--- src/rtl/msk_ref_pipe.sv ---
// msk_ref_pipe: pipelined d-share Boolean-masked refresh gadget with handshake.
// Optional second ring-mask layer (latency 3) enabled by MSK_REF_DOUBLE_RING_EN.
module msk_ref_pipe #(
    parameter int d     = 2,
    parameter int W     = 8,
    parameter int CNT_W = 16,
    localparam int NRB  = (d == 2) ? 1 : (d == 3) ? 2 : d,
`ifdef MSK_REF_DOUBLE_RING_EN
    localparam int NL   = 2,
`else
    localparam int NL   = 1,
`endif
    localparam int NR   = NRB * NL
) (
    input  logic             clk,
    input  logic             rst_n,
    input  logic [d*W-1:0]   in_data,
    input  logic             in_valid,
    output logic             in_ready,
    input  logic [W*NR-1:0]  rnd,
    input  logic             rnd_valid,
    output logic [d*W-1:0]   out_data,
    output logic             out_valid,
    input  logic             out_ready,
    output logic [CNT_W-1:0] ref_cnt
);

    generate
        if (d < 2 || d > 16) begin : g_bad_d
            $error("msk_ref_pipe: d must be in 2..16");
        end
    endgenerate

    // One mask layer: per bit, shares' masks XOR to zero.
    function automatic logic [d*W-1:0] mask_layer(
        input logic [W*NR-1:0] r,
        input int              l
    );
        logic [d*W-1:0] m;
        logic [15:0]    s;
        m = '0;
        for (int b = 0; b < W; b++) begin
            s = 16'(r[b*NR + l*NRB +: NRB]);
            for (int i = 0; i < d; i++) begin
                if (d == 2)
                    m[i*W+b] = s[0];
                else if (d == 3)
                    m[i*W+b] = (i == 2) ? (s[0] ^ s[1]) : s[i];
                else
                    m[i*W+b] = s[i] ^ s[(i+d-1)%d];
            end
        end
        return m;
    endfunction

    logic v1;
    logic v2;
    logic adv2;
    logic acc;

    // Input shares and masks kept apart so synthesis cannot merge shares.
    (* keep = "true" *) logic [d*W-1:0] data_s1;
    (* keep = "true" *) logic [d*W-1:0] mask_s1;
    logic [d*W-1:0] data_s2;
    logic [CNT_W-1:0] cnt;

`ifdef MSK_REF_DOUBLE_RING_EN
    logic v3;
    logic adv3;
    (* keep = "true" *) logic [d*W-1:0] mask2_s1;
    logic [d*W-1:0] mask2_s2;
    logic [d*W-1:0] data_s3;

    assign adv3      = !v3 | out_ready;
    assign adv2      = !v2 | adv3;
    assign out_valid = v3;
    assign out_data  = data_s3;
`else
    assign adv2      = !v2 | out_ready;
    assign out_valid = v2;
    assign out_data  = data_s2;
`endif

    assign in_ready = !v1 | adv2;
    assign acc      = in_valid & in_ready & rnd_valid;
    assign ref_cnt  = cnt;

    always_ff @(posedge clk) begin
        if (!rst_n) begin
            v1       <= 1'b0;
            v2       <= 1'b0;
            data_s1  <= '0;
            mask_s1  <= '0;
            data_s2  <= '0;
            cnt      <= '0;
`ifdef MSK_REF_DOUBLE_RING_EN
            v3       <= 1'b0;
            mask2_s1 <= '0;
            mask2_s2 <= '0;
            data_s3  <= '0;
`endif
        end else begin
            if (in_ready) begin
                v1 <= acc;
                if (acc) begin
                    data_s1  <= in_data;
                    mask_s1  <= mask_layer(rnd, 0);
`ifdef MSK_REF_DOUBLE_RING_EN
                    mask2_s1 <= mask_layer(rnd, 1);
`endif
                end
            end
            if (adv2) begin
                v2 <= v1;
                if (v1) begin
                    data_s2  <= data_s1 ^ mask_s1;
`ifdef MSK_REF_DOUBLE_RING_EN
                    mask2_s2 <= mask2_s1;
`endif
                end
            end
`ifdef MSK_REF_DOUBLE_RING_EN
            if (adv3) begin
                v3 <= v2;
                if (v2)
                    data_s3 <= data_s2 ^ mask2_s2;
            end
`endif
            if (out_valid & out_ready)
                cnt <= cnt + CNT_W'(1);
        end
    end

endmodule

--- config.mk ---
export PLATFORM = sky130hd
export DESIGN_NAME = msk_ref_pipe
export DESIGN_NICKNAME = d
export VERILOG_FILES = /design/src/rtl/msk_ref_pipe.sv
export SDC_FILE = /design/constraint.sdc
export NUM_CORES = 1
export LEC_CHECK = 0
export CAP_MARGIN = 25
export CORE_MARGIN = 2
export CORE_UTILIZATION = 66
export DETAILED_ROUTE_END_ITERATION = 6
export DONT_BUFFER_PORTS = 1
export PLACE_DENSITY = 0.82
export SLEW_MARGIN = 40
export SYNTH_ARGS = -nofsm -noshare
export SYNTH_HDL_FRONTEND = slang
export SYNTH_SLANG_ARGS = --single-unit
--- constraint.sdc ---
create_clock -name clk -period 2.5 [get_ports clk]
set_input_delay 0.5 -clock clk [delete_from_list [all_inputs] [get_ports clk]]
set_output_delay 0.5 -clock clk [all_outputs]
set_load 0.01 [all_outputs]
Word level (Yosys, flattened, before mapping)
Cells that the tools add are included.

word-level totals
  input port bits = 29
  logic and storage cells = 17
  output and inout bits = 34
  register bits after elaboration = 66

cells by class
  reduce and logical (&&, ||, !) cells = 4
  bitwise gates (word level) = 6
  add/sub/neg operators = 1

operator list
  operator               count
  $add 16x1->16 const B  1
  $xor 16x16->16         1
  $reduce_and 2->1       2
  $and 1x1->1            3
  $logic_not 1->1        2
  $or 1x1->1             2

Longest topological paths before layout
  word-level depth = 6
  mapped depth = 6
  mapped depth without buffers = 5

Worst setup path before layout
No wires, ideal clock.

  path kind = flip-flop to flip-flop
  start point = register cnt[0], in the netlist ref_cnt[0]
  end point = register cnt[12], in the netlist ref_cnt[12]
  path buffers = 0
  period minus slack after synthesis = 1.304 ns
  cell stages (with the launch flop) = 6
  required time = 2.385 ns
  arrival time = 1.190 ns
  library setup time = 0.115 ns
  path slack = 1.196 ns
  cell sequence = dfxtp_1 > ha_1 > nand3_1 > nor4_2 > xnor2_1 > nor2_1

on the way
  word-level cells in the longest chain between the ends = 1

RTL lines
  what                    RTL line  text
  from (decl)             65        logic [CNT_W-1:0] cnt;
  from (signal assigned)  130       cnt <= cnt + CNT_W'(1);
  $add 16x1->16           130

No other way between the ends.
A chain may end at the register's enable or synchronous reset.

Worst setup path in the final report
  start point = register v2, in the netlist out_valid
  end point = output port in_ready

on the way
  word-level cells in the longest chain between the ends = 3

RTL lines
  what                    RTL line  text
  from (decl)             57        logic v2;
  from (signal assigned)  114       v2 <= v1;
  $logic_not 1->1         79        assign adv2 = !v2 | out_ready;
  $or 1x1->1              79
  $or 1x1->1              84        assign in_ready = !v1 | adv2;
  to (decl)               19        output logic in_ready,

No other way between the ends.

==> flow_summary.toml <==
[timing]
setup_tns_ps = 0
fin_crit_sh_pct = 65.2
rsz0062_at_grt = "no"
hold_viol_final = 0
holdWs_ps = 228
setup_viol = 0
fmax_mhz = 613
maxSlewHeadroom_pct = 62.0
drv_slew = 0
finalClockSkew_ps = 8.78
worst_pin_slew_ps = 569
fin_crit_ps = 1630

[pwr]
pwr-share-seq_pct = 56.6
power_per_cell_area_nw_per_um2 = 702
p_comb_share_pct = 5.8
switching_share_pct = 23.4
p_sw_w = 0.000409
vdd_ir_drop_max_uv = 467
power.leakage_nw = 0.849
clockPowerShare_pct = 37.6
p_int_w = 0.00134

[global_routing]
gr-usage-all-layers_pct = 22.8
antenna_found_initial = 0
grt_pass1_wl_mm = 7.10
grt_pass1_vias = 1668
grt_max_degree = 55
overflow = 0

[logic_synthesis]
synth_area_um2 = 2380
synth.net_count = 299
yosysWarnings = 0
synth_cells = 269
synth_area_per_cell_um2 = 8.86

[setup_path]
cp-start-kind = "flop"
critPathArrivalTime_ps = 1130
cp_slowest_cell = "dfxtp_1"
cp_max_fo = 8
required_ps = 2000
cpPeakStageDelay_ps = 500
worstRegToRegCells = 4
crit_path_cell_trace = "nand3b_1"
criticalPathCategory = "reg -> out"
end_kind = "primary output"
crit_buf_inv = 0
r2r_start = "out_valid"
rr_endpoint = "data_s1[12]"
r2r_setup_slack_ps = 1010
critical-path-top-delay-family = "flip-flops"

[die]
fp.dieW_um = 64.1
die_h_um = 64.1
coreArea_um2 = 3390
dieArea_um2 = 4110
initial_core_util_pct = 70.3
pin_count = 63
fp-row-count = 21

[finish]
syn_to_final_growth_pct = 4.46
antennaDiodeCount = 0
final_cell_mix = "dfxtp_1, nand2_1, nor2_1, a21oi_1, xnor2_1"
final_core_util_pct = 73.5
num-fill-cells = 264
final_common_cell = "dfxtp_1"
layout.nets = 296
drive_above_1_share_pct = 10.3

[min_path]
hold_path_class = "in -> reg"
whs_path_depth = 2
min_from = "rnd[7]"
holdPathEnd = "mask_s1[7]"

[clock_network]
clkTransAtPathRegs_ps = 90
cts_sinks = 58
clk_path_buf_depth = 2
holdBufCountCts = 0
numCtsBuffers = 9
cts_tree = "done"
cts-htree-levels = 3
ctsResizeCount = 0
clkLatencyLatePin_ps = 390
postCtsSetupBuffers = 0
root_buffer = "clkbuf_4"

[routing]
drtIter0Drc = 118
drt-total-wl_mm = 4.12
ant_nets = 0
vias = 1705
first_pass_iters = 4
viasPerCell = 5.38
drc = 0
wire_per_inst_um = 13.0

[outcome]
status = "finished clean"

[placement]
dp_hpwl_mm = 2.81
port_buffers = 0
routabilityCongestion = 0.820

[run]
maxCapViolCount = 0
==> worst max path at each step <==
stage / start / depth (start not counted) / slack [ps] / to
final: out_valid / 1 / 870 / in_ready
after global routing: out_valid / 1 / 750 / in_ready
after CTS: out_valid / 1 / 850 / in_ready
after detailed placement: out_ready / 4 / 960 / data_s1[12]
after global placement: out_ready / 4 / 960 / data_s1[10]
after floorplan: ref_cnt[0] / 5 / 1200 / ref_cnt[12]
==> power by group through the flow <==
stage	combinational [W]	clock, W	sequential, W
global placement	0.0000998	0	0.00101
global route	0.000117	0.000721	0.000994
CTS	0.000103	0.000672	0.000990
finish	0.000101	0.000658	0.000989
detailed placement	0.000103	0	0.00101
floorplan	0.0000998	0	0.00101
==> state kept, by name, indices dropped and copies added, names as in the netlist <==
register and flops:
out_data 16, out_valid 1, ref_cnt 16, v1 1
data_s1 16, mask_s1 8
==> layout make-up <==
type / instances / area [um^2] / area share (%)
Tap cell: 46 / 57.6 / 2.31
Inverter: 2 / 10.0 / 0.402
Multi-Input combinational cell: 194 / 1110 / 44.5
Clock inverter: 1 / 5.00 / 0.201
Sequential cell: 58 / 1160 / 46.6
Clock buffer: 15 / 140 / 5.63
Timing Repair Buffer: 1 / 7.51 / 0.302
==> layer usage <==
metal  part of all wire [%]  track usage, %  vias to the layer above
met3                    8.5            11.1                        4
met4                    1.1            9.57                        0
met1                     46            27.5                      757
met2                     44            34.8                       51
met5                      0               0                        -
li1                       -               -                      893
==> metrics by stage <==
stage	power [W]	setup WS [ps]	cells	area [um^2]
after floorplan	0.00111	1200	269	2380
after global placement	0.00111	959	301	2340
after detailed placement	0.00111	957	301	2340
after CTS	0.00176	846	317	2490
after global routing	0.00183	753	317	2490
final	0.00175	870	317	2490
No activity file was read; power rests on OpenSTA's default activity.
